`config.mk`:
```
export PLATFORM = sky130hd
export DESIGN_NAME = inst_sram_responder
export DESIGN_NICKNAME = d
export VERILOG_FILES = /design/src/rtl/inst_sram_responder_pkg.sv /design/src/rtl/inst_sram_responder_fifo.sv /design/src/rtl/inst_sram_responder.sv
export SDC_FILE = /design/constraint.sdc
export NUM_CORES = 1
export LEC_CHECK = 0
export BUFFER_PORTS_ARGS = -buffer_cell sky130_fd_sc_hd__buf_2
export CORE_ASPECT_RATIO = 0.5
export CORE_MARGIN = 3
export CORE_UTILIZATION = 50
export DETAILED_ROUTE_END_ITERATION = 10
export PLACE_DENSITY = 0.83
export SLEW_MARGIN = 30
export SYNTH_ARGS = -nofsm -noshare
export SYNTH_HDL_FRONTEND = slang
export SYNTH_SLANG_ARGS = --single-unit
```
`constraint.sdc`:
```
create_clock -name clk -period 6 [get_ports clk]
set_input_delay 1.2 -clock clk [delete_from_list [all_inputs] [get_ports clk]]
set_output_delay 1.2 -clock clk [all_outputs]
set_load 0.02 [all_outputs]
```
`src/rtl/inst_sram_responder_pkg.sv`:
```
// -----------------------------------------------------------------------------
// inst_sram_responder_pkg
// Shared definitions for the instruction-side SRAM responder:
//   - state_e      : responder FSM state encodings
//   - LFSR_SEED    : reset value of the optional stress-delay LFSR
//   - WCNT_W       : width of the wait counter (LATENCY up to 15 plus 3 extra)
//   - lfsr_next()  : one step of the 16-bit Fibonacci LFSR (taps 16,14,13,11)
// -----------------------------------------------------------------------------
package inst_sram_responder_pkg;

    typedef enum logic [1:0] {
        S_IDLE = 2'd0,
        S_WAIT = 2'd1,
        S_READ = 2'd2,
        S_RESP = 2'd3
    } state_e;

    localparam logic [15:0] LFSR_SEED = 16'hACE1;
    localparam int          WCNT_W    = 5;

    // Shift left, feeding back the XOR of bits 16,14,13,11 (1-based numbering).
    function automatic logic [15:0] lfsr_next(input logic [15:0] cur);
        return {cur[14:0], cur[15] ^ cur[13] ^ cur[12] ^ cur[10]};
    endfunction

endpackage

```
`src/rtl/inst_sram_responder_fifo.sv`:
```
// -----------------------------------------------------------------------------
// inst_req_fifo
// Request queue holding RAM word addresses of accepted fetch requests.
// Pointers wrap naturally at DEPTH (power of two); count carries one extra bit
// so it spans 0..DEPTH.
// Ports:
//   clk, reset            clock, asynchronous active-high reset
//   push, push_data       enqueue a word address (ignored while full)
//   pop                   dequeue the head entry (ignored while empty)
//   head_data             oldest queued word address
//   count, full, empty    registered occupancy status
// -----------------------------------------------------------------------------
module inst_req_fifo #(
    parameter int DEPTH = 4,
    parameter int AW    = 14
) (
    input  logic                     clk,
    input  logic                     reset,
    input  logic                     push,
    input  logic [AW-1:0]            push_data,
    input  logic                     pop,
    output logic [AW-1:0]            head_data,
    output logic [$clog2(DEPTH):0]   count,
    output logic                     full,
    output logic                     empty
);

    localparam int PW = $clog2(DEPTH);
    localparam int CW = PW + 1;

    logic [AW-1:0] mem_r [DEPTH];
    logic [PW-1:0] head_r;
    logic [PW-1:0] tail_r;
    logic [CW-1:0] count_r;
    logic          push_ok_s;
    logic          pop_ok_s;

    assign full      = (count_r == CW'(DEPTH));
    assign empty     = (count_r == {CW{1'b0}});
    assign count     = count_r;
    assign head_data = mem_r[head_r];
    assign push_ok_s = push && !full;
    assign pop_ok_s  = pop && !empty;

    // Storage, pointers and occupancy count.
    always_ff @(posedge clk or posedge reset) begin
        if (reset) begin
            head_r  <= {PW{1'b0}};
            tail_r  <= {PW{1'b0}};
            count_r <= {CW{1'b0}};
            for (int i = 0; i < DEPTH; i++) begin
                mem_r[i] <= {AW{1'b0}};
            end
        end else begin
            if (push_ok_s) begin
                mem_r[tail_r] <= push_data;
                tail_r        <= tail_r + PW'(1);
            end else begin
                tail_r        <= tail_r;
            end
            if (pop_ok_s) begin
                head_r <= head_r + PW'(1);
            end else begin
                head_r <= head_r;
            end
            case ({push_ok_s, pop_ok_s})
                2'b10:   count_r <= count_r + CW'(1);
                2'b01:   count_r <= count_r - CW'(1);
                default: count_r <= count_r;
            endcase
        end
    end

endmodule

```
`src/rtl/inst_sram_responder.sv`:
```
// -----------------------------------------------------------------------------
// inst_sram_responder
// Responder end of the SRAM-like instruction bus. Queues up to DEPTH accepted
// requests, reads each from a synchronous single-port RAM after LATENCY wait
// cycles and returns the words strictly in request order.
// Optional build macro: INST_RESP_RANDOM_DELAY_EN adds 0..3 pseudo-random wait
// cycles per request (16-bit LFSR) for fetch-stage stress testing.
// Ports:
//   clk, reset      clock, asynchronous active-high reset
//   inst_req        fetch requests a word
//   inst_addr       byte address; only bits [AW+1:2] are used
//   inst_addr_ok    request accepted when inst_req && inst_addr_ok
//   inst_rdata      returned word, valid with inst_data_ok (else 0)
//   inst_data_ok    one-cycle pulse per accepted request, in order
//   ram_en          RAM read enable
//   ram_addr        RAM word address (holds last value outside reads)
//   ram_rdata       RAM read data, valid the cycle after ram_en
// -----------------------------------------------------------------------------
module inst_sram_responder
    import inst_sram_responder_pkg::*;
#(
    parameter int DEPTH   = 4,
    parameter int LATENCY = 2,
    parameter int AW      = 14
) (
    input  logic          clk,
    input  logic          reset,
    input  logic          inst_req,
    input  logic [31:0]   inst_addr,
    output logic          inst_addr_ok,
    output logic [31:0]   inst_rdata,
    output logic          inst_data_ok,
    output logic          ram_en,
    output logic [AW-1:0] ram_addr,
    input  logic [31:0]   ram_rdata
);

    localparam int                CW    = $clog2(DEPTH) + 1;
    localparam logic [WCNT_W-1:0] LAT_W = WCNT_W'(LATENCY);

    state_e              state_r;
    logic [WCNT_W-1:0]   wcnt_r;
    logic [AW-1:0]       ram_addr_hold_r;
    logic [WCNT_W-1:0]   wload_s;
    logic                push_s;
    logic                pop_s;
    logic [AW-1:0]       head_data_s;
    logic [CW-1:0]       count_s;
    logic                full_s;
    logic                empty_s;
    logic                resp_more_s;
    logic                unused_addr_bits_s;

    // Byte-lane and upper address bits carry no meaning for a word RAM.
    assign unused_addr_bits_s = ^{inst_addr[31:AW+2], inst_addr[1:0]};

    // No full-bypass: a pop in the same cycle does not open acceptance.
    assign inst_addr_ok = !reset && !full_s;
    assign push_s       = inst_req && inst_addr_ok;
    assign pop_s        = (state_r == S_RESP);

    // Queue is non-empty after this cycle's pop iff another entry remains
    // or a new one is being pushed right now.
    assign resp_more_s  = (count_s > CW'(1)) || push_s;

    inst_req_fifo #(
        .DEPTH (DEPTH),
        .AW    (AW)
    ) u_fifo (
        .clk       (clk),
        .reset     (reset),
        .push      (push_s),
        .push_data (inst_addr[AW+1:2]),
        .pop       (pop_s),
        .head_data (head_data_s),
        .count     (count_s),
        .full      (full_s),
        .empty     (empty_s)
    );

`ifdef INST_RESP_RANDOM_DELAY_EN
    logic [15:0] lfsr_r;

    // Free-running stress LFSR, advances every cycle.
    always_ff @(posedge clk or posedge reset) begin
        if (reset) begin
            lfsr_r <= LFSR_SEED;
        end else begin
            lfsr_r <= lfsr_next(lfsr_r);
        end
    end

    assign wload_s = LAT_W + {{(WCNT_W-2){1'b0}}, lfsr_r[1:0]};
`else
    assign wload_s = LAT_W;
`endif

    // Responder FSM working on the queue head.
    always_ff @(posedge clk or posedge reset) begin
        if (reset) begin
            state_r         <= S_IDLE;
            wcnt_r          <= {WCNT_W{1'b0}};
            ram_addr_hold_r <= {AW{1'b0}};
        end else begin
            case (state_r)
                S_IDLE: begin
                    if (!empty_s) begin
                        wcnt_r  <= wload_s;
                        state_r <= (wload_s != {WCNT_W{1'b0}}) ? S_WAIT : S_READ;
                    end else begin
                        state_r <= S_IDLE;
                    end
                end
                S_WAIT: begin
                    wcnt_r <= wcnt_r - WCNT_W'(1);
                    if (wcnt_r <= WCNT_W'(1)) begin
                        state_r <= S_READ;
                    end else begin
                        state_r <= S_WAIT;
                    end
                end
                S_READ: begin
                    ram_addr_hold_r <= head_data_s;
                    state_r         <= S_RESP;
                end
                S_RESP: begin
                    if (resp_more_s) begin
                        wcnt_r  <= wload_s;
                        state_r <= (wload_s != {WCNT_W{1'b0}}) ? S_WAIT : S_READ;
                    end else begin
                        state_r <= S_IDLE;
                    end
                end
                default: begin
                    state_r <= S_IDLE;
                end
            endcase
        end
    end

    // Bus outputs decoded from the state register; read data passes straight
    // through from the RAM during the response cycle.
    always_comb begin
        ram_en       = 1'b0;
        ram_addr     = ram_addr_hold_r;
        inst_data_ok = 1'b0;
        inst_rdata   = 32'h0000_0000;
        case (state_r)
            S_READ: begin
                ram_en   = 1'b1;
                ram_addr = head_data_s;
            end
            S_RESP: begin
                inst_data_ok = 1'b1;
                inst_rdata   = ram_rdata;
            end
            default: begin
                ram_en       = 1'b0;
                inst_data_ok = 1'b0;
            end
        endcase
    end

endmodule

```
==> impl_metrics.prom <==
# TYPE chip_impl_metric gauge
chip_impl_info{name="rsz0062_at_grt",value="false"} 1
chip_impl_metric{name="count_of_final_setup_violators",unit=""} 0
chip_impl_metric{name="ports_placed_on_the_boundary",unit=""} 116
chip_impl_metric{name="worst_slew_margin",unit=""} 0.4076
chip_impl_metric{name="area.sequential",unit="sq um"} 2102
chip_impl_info{name="synth.largest_area_cell",value="dfrtp_1"} 1
chip_impl_metric{name="p_leak",unit="nW"} 2.759
chip_impl_metric{name="cts_max_path_buffers",unit=""} 2
chip_impl_info{name="start_kind",value="flip-flop"} 1
chip_impl_metric{name="numPortBuffers",unit=""} 97
chip_impl_info{name="timing.critical_path.to_type",value="output port"} 1
chip_impl_metric{name="whs_path_depth",unit=""} 1
chip_impl_metric{name="multiInputGateArea",unit="sq um"} 1957
chip_impl_metric{name="max_freq",unit="MHz"} 277.5
chip_impl_metric{name="yosys.cell_types.count",unit=""} 33
chip_impl_metric{name="dpl.hpwl",unit="microns"} 6090
chip_impl_info{name="status",value="finished, final reports clean"} 1
chip_impl_metric{name="post_cts_hold_buffer_count",unit=""} 0
chip_impl_metric{name="xor_and_xnor_area_share_after_synthesis",unit=""} 0.01451
chip_impl_info{name="dominant_combinational_cell_family_by_area_after_synthesis",value="multiplexers"} 1
chip_impl_metric{name="synth_fa_ha_area_frac",unit=""} 0.03258
chip_impl_info{name="cts.root.buffer_cell",value="clkbuf_16"} 1
chip_impl_metric{name="die-area",unit="sq um"} 9654
chip_impl_metric{name="synthesis.area_per_instance",unit="sq um"} 14.72
chip_impl_metric{name="post_route_setup_tns",unit="ns"} 0
chip_impl_metric{name="synth-edff-count",unit=""} 0
chip_impl_metric{name="ff2ff_path_depth",unit=""} 9
chip_impl_metric{name="vias",unit=""} 2706
chip_impl_metric{name="final.period_utilization",unit=""} 0.6006
chip_impl_info{name="worst_path_dominant_cell_family",value="multiplexers"} 1
chip_impl_metric{name="area_fraction_of_the_dominant_cell_type_after_synthesis",unit=""} 0.4976
chip_impl_metric{name="grt_pass1_vias",unit=""} 2941
chip_impl_metric{name="drt_wl_total",unit="microns"} 9274
chip_impl_metric{name="synth_fp_nets",unit=""} 365
chip_impl_metric{name="num-nets-final",unit=""} 458
chip_impl_info{name="worst_hold_path_type",value="flip-flop to flip-flop"} 1
chip_impl_metric{name="syn_inst",unit=""} 287
chip_impl_metric{name="die_h",unit="microns"} 71.00
chip_impl_metric{name="path_depth",unit=""} 3
chip_impl_metric{name="routabilityCongestion",unit=""} 0.7839
chip_impl_metric{name="start_util",unit=""} 0.5442
chip_impl_info{name="most-common-layout-cells",value="buf_2, dfrtp_1, mux2_4"} 1
chip_impl_metric{name="global_route.usage.total",unit=""} 0.2002
chip_impl_metric{name="cp_data_required_time",unit="ns"} 4.80
chip_impl_metric{name="grt_pass1_wl",unit="microns"} 14900
chip_impl_metric{name="synth_sequential_area_ratio",unit=""} 0.4976
chip_impl_metric{name="timing_max_transition_violations_final",unit=""} 0
chip_impl_info{name="timing.critical_path.slowest_stage_cell",value="dfrtp_1"} 1
chip_impl_metric{name="critPathMaxFanout",unit=""} 16
chip_impl_metric{name="tritoncts_buffer_count",unit=""} 9
chip_impl_metric{name="fillers",unit=""} 549
chip_impl_info{name="cts_tree",value="done"} 1
chip_impl_metric{name="buf_inv_stages_crit_path",unit=""} 1
chip_impl_metric{name="design.core.area",unit="sq um"} 7762
chip_impl_metric{name="post_synth_mux_area_share",unit=""} 0.3081
chip_impl_metric{name="worst_skew_pair.late_latency",unit="ns"} 0.33
chip_impl_metric{name="worst-slew-pin-transition",unit="ns"} 0.8885
chip_impl_metric{name="floorplan.rows",unit=""} 22
chip_impl_metric{name="antenna_found_initial",unit=""} 1
chip_impl_metric{name="clkSinkCount",unit=""} 84
chip_impl_metric{name="synth-warning-count",unit=""} 0
chip_impl_metric{name="max-vdd-ir-drop",unit="mV"} 0.2204
chip_impl_metric{name="postCtsResizedCells",unit=""} 0
chip_impl_metric{name="detailedRoute.firstIterationViolations",unit=""} 191
chip_impl_metric{name="antenna_violating_nets_post_route",unit=""} 0
chip_impl_metric{name="syn_to_final_growth",unit="%"} 19.52
chip_impl_metric{name="first_pass_iters",unit=""} 4
chip_impl_metric{name="post_layout_nonfiller_instances",unit=""} 493
chip_impl_metric{name="post_route_cells_drive_above_1_share",unit=""} 0.5065
chip_impl_info{name="crit_type",value="flip-flop to output port"} 1
chip_impl_metric{name="grt_max_degree",unit=""} 85
chip_impl_metric{name="hold_viol",unit=""} 0
chip_impl_metric{name="synth_async_sr_flop_share",unit=""} 1.000
chip_impl_metric{name="largest_clock_skew_in_the_final_design",unit="ns"} 0.004967
chip_impl_metric{name="die_w",unit="microns"} 136.0
chip_impl_metric{name="drv.max_cap_violation_count",unit=""} 0
chip_impl_metric{name="global_route.overflow_total",unit=""} 0
chip_impl_metric{name="netlist_area",unit="sq um"} 4224
chip_impl_metric{name="cts.repair_timing.setup_buffer_count",unit=""} 0
chip_impl_metric{name="htree_num_levels",unit=""} 3
chip_impl_metric{name="slowest_delay",unit="ns"} 0.92
chip_impl_metric{name="drc_errors",unit=""} 0
chip_impl_info{name="post_synth_main_area_contributors",value="dfrtp_1, mux2_4, mux2_2, mux4_1, and3_1"} 1
chip_impl_metric{name="cp.arrival",unit="ns"} 2.40
chip_impl_metric{name="drt-vias-per-instance",unit=""} 5.489
chip_impl_metric{name="diodes",unit=""} 0
chip_impl_info{name="worstPathCellList",value="mux4_1 -> mux2_2 -> buf_2"} 1
chip_impl_metric{name="synth_seq_cells",unit=""} 84
chip_impl_info{name="layout.cells.most_common",value="buf_2"} 1
chip_impl_metric{name="dp_cells",unit=""} 477
chip_impl_metric{name="path_clk_slew",unit="ns"} 0.06
chip_impl_metric{name="avgRoutedWirePerCell",unit="microns"} 18.81
chip_impl_info{name="synthFlopType",value="dfrtp_1"} 1
chip_impl_metric{name="cellPowerDensity",unit="nW/um^2"} 536.4
chip_impl_metric{name="synthSimpleGateAreaFrac",unit=""} 0.08086
chip_impl_metric{name="synth_compound_gate_area_share",unit=""} 0.02725
chip_impl_metric{name="timing.final.crit_period",unit="ns"} 3.604
-- report_power, final --
part	switching, W	internal, W	total [W]
combinational	0.000456	0.000607	0.00106
clock	0.000221	0.000346	0.000567
sequential	0.000234	0.000844	0.00108
-- cells by family (layout without fill, tap and decap cells) --
family,after synthesis,in the layout
multiplexers,85,85
AO/OA/AOI/OAI,17,17
flip-flops,84,84
adder cells (fa/ha/maj),11,11
AND/OR/NAND/NOR,56,56
XOR/XNOR,7,7
buffers and inverters,27,125
-- cell usage after synthesis, types with 2 or more instances --
cell       count
xnor2_1        6
buf_6          8
ha_1          11
nor2_1         5
nand2_1        6
mux4_2         4
inv_1         10
a21oi_1        2
mux2_4        40
mux4_1        10
nor2b_1        2
a2bb2oi_1      2
and2_1         2
buf_2          3
nand2_4        4
mux2_2        30
o21ai_0        4
a31oi_1        2
dfrtp_1       84
nand2b_1       3
clkbuf_1       6
and3_1        32
-- cell type report --
cell class,count,area share
timing repair buffer,99,0.09988
multi-input combinational,176,0.3876
clock buffer,11,0.05006
sequential,84,0.4164
inverter,10,0.007683
clock inverter,5,0.01165
tap,108,0.02677
-- routing by layer --
| metal | vias up | routed length [microns] | track usage |
|---|---|---|---|
| met5 | - | 13 | 0 |
| met4 | 2 | 274 | 0.07933 |
| met3 | 29 | 600 | 0.05824 |
| met2 | 99 | 4552 | 0.3585 |
| met1 | 1354 | 3832 | 0.2284 |
| li1 | 1222 | - | - |
-- worst paths after layout --
kind	start	slack, ns	to
hold / removal	ram_addr_hold_r[7]	0.50	ram_addr_hold_r[7]
min in group asynchronous	reset	1.07	u_fifo.count[2]
setup reg to reg	u_fifo.count[0]	3.68	u_fifo.count[2]
max in group asynchronous	reset	4.43	u_fifo.mem_r[52]
setup / recovery	u_fifo.head_r[0]	2.40	ram_addr[5]
hold reg to reg	ram_addr_hold_r[7]	0.50	ram_addr_hold_r[7]
-- worst register-to-register path, stage by stage, from the launching register on --
cell,delay [ns]
dfrtp_1,0.44
inv_1,0.10
ha_1,0.25
a21oi_2,0.18
and2_1,0.50
inv_1,0.11
ha_1,0.25
mux2i_1,0.19
nor2_1,0.07
xnor2_1,0.12
-- per-stage QoR --
step	worst slack, ns	cell area, sq um	hold slack, ns	power (W)	utilization
5_1_grt	2.268	5049	0.5089	0.002866	0.6504
2_1_floorplan	2.635	4224	0.4507	0.001871	-
3_3_place_gp	2.740	4733	0.4695	0.002044	0.6098
6_report	2.396	5049	0.4997	0.002708	0.6504
4_1_cts	2.339	5045	0.5001	0.002724	0.6499
3_5_place_dp	2.700	4733	0.4851	0.002133	0.6098
-- flip-flops by register name, indices dropped and copies added, names as in the netlist, named ones only --
register	count
u_fifo.head_r	2
u_fifo.mem_r	56
state_r	1
u_fifo.tail_r	2
u_fifo.count	3
wcnt_r	5
ram_addr_hold_r	14
No activity file was read; power rests on OpenSTA's default activity.
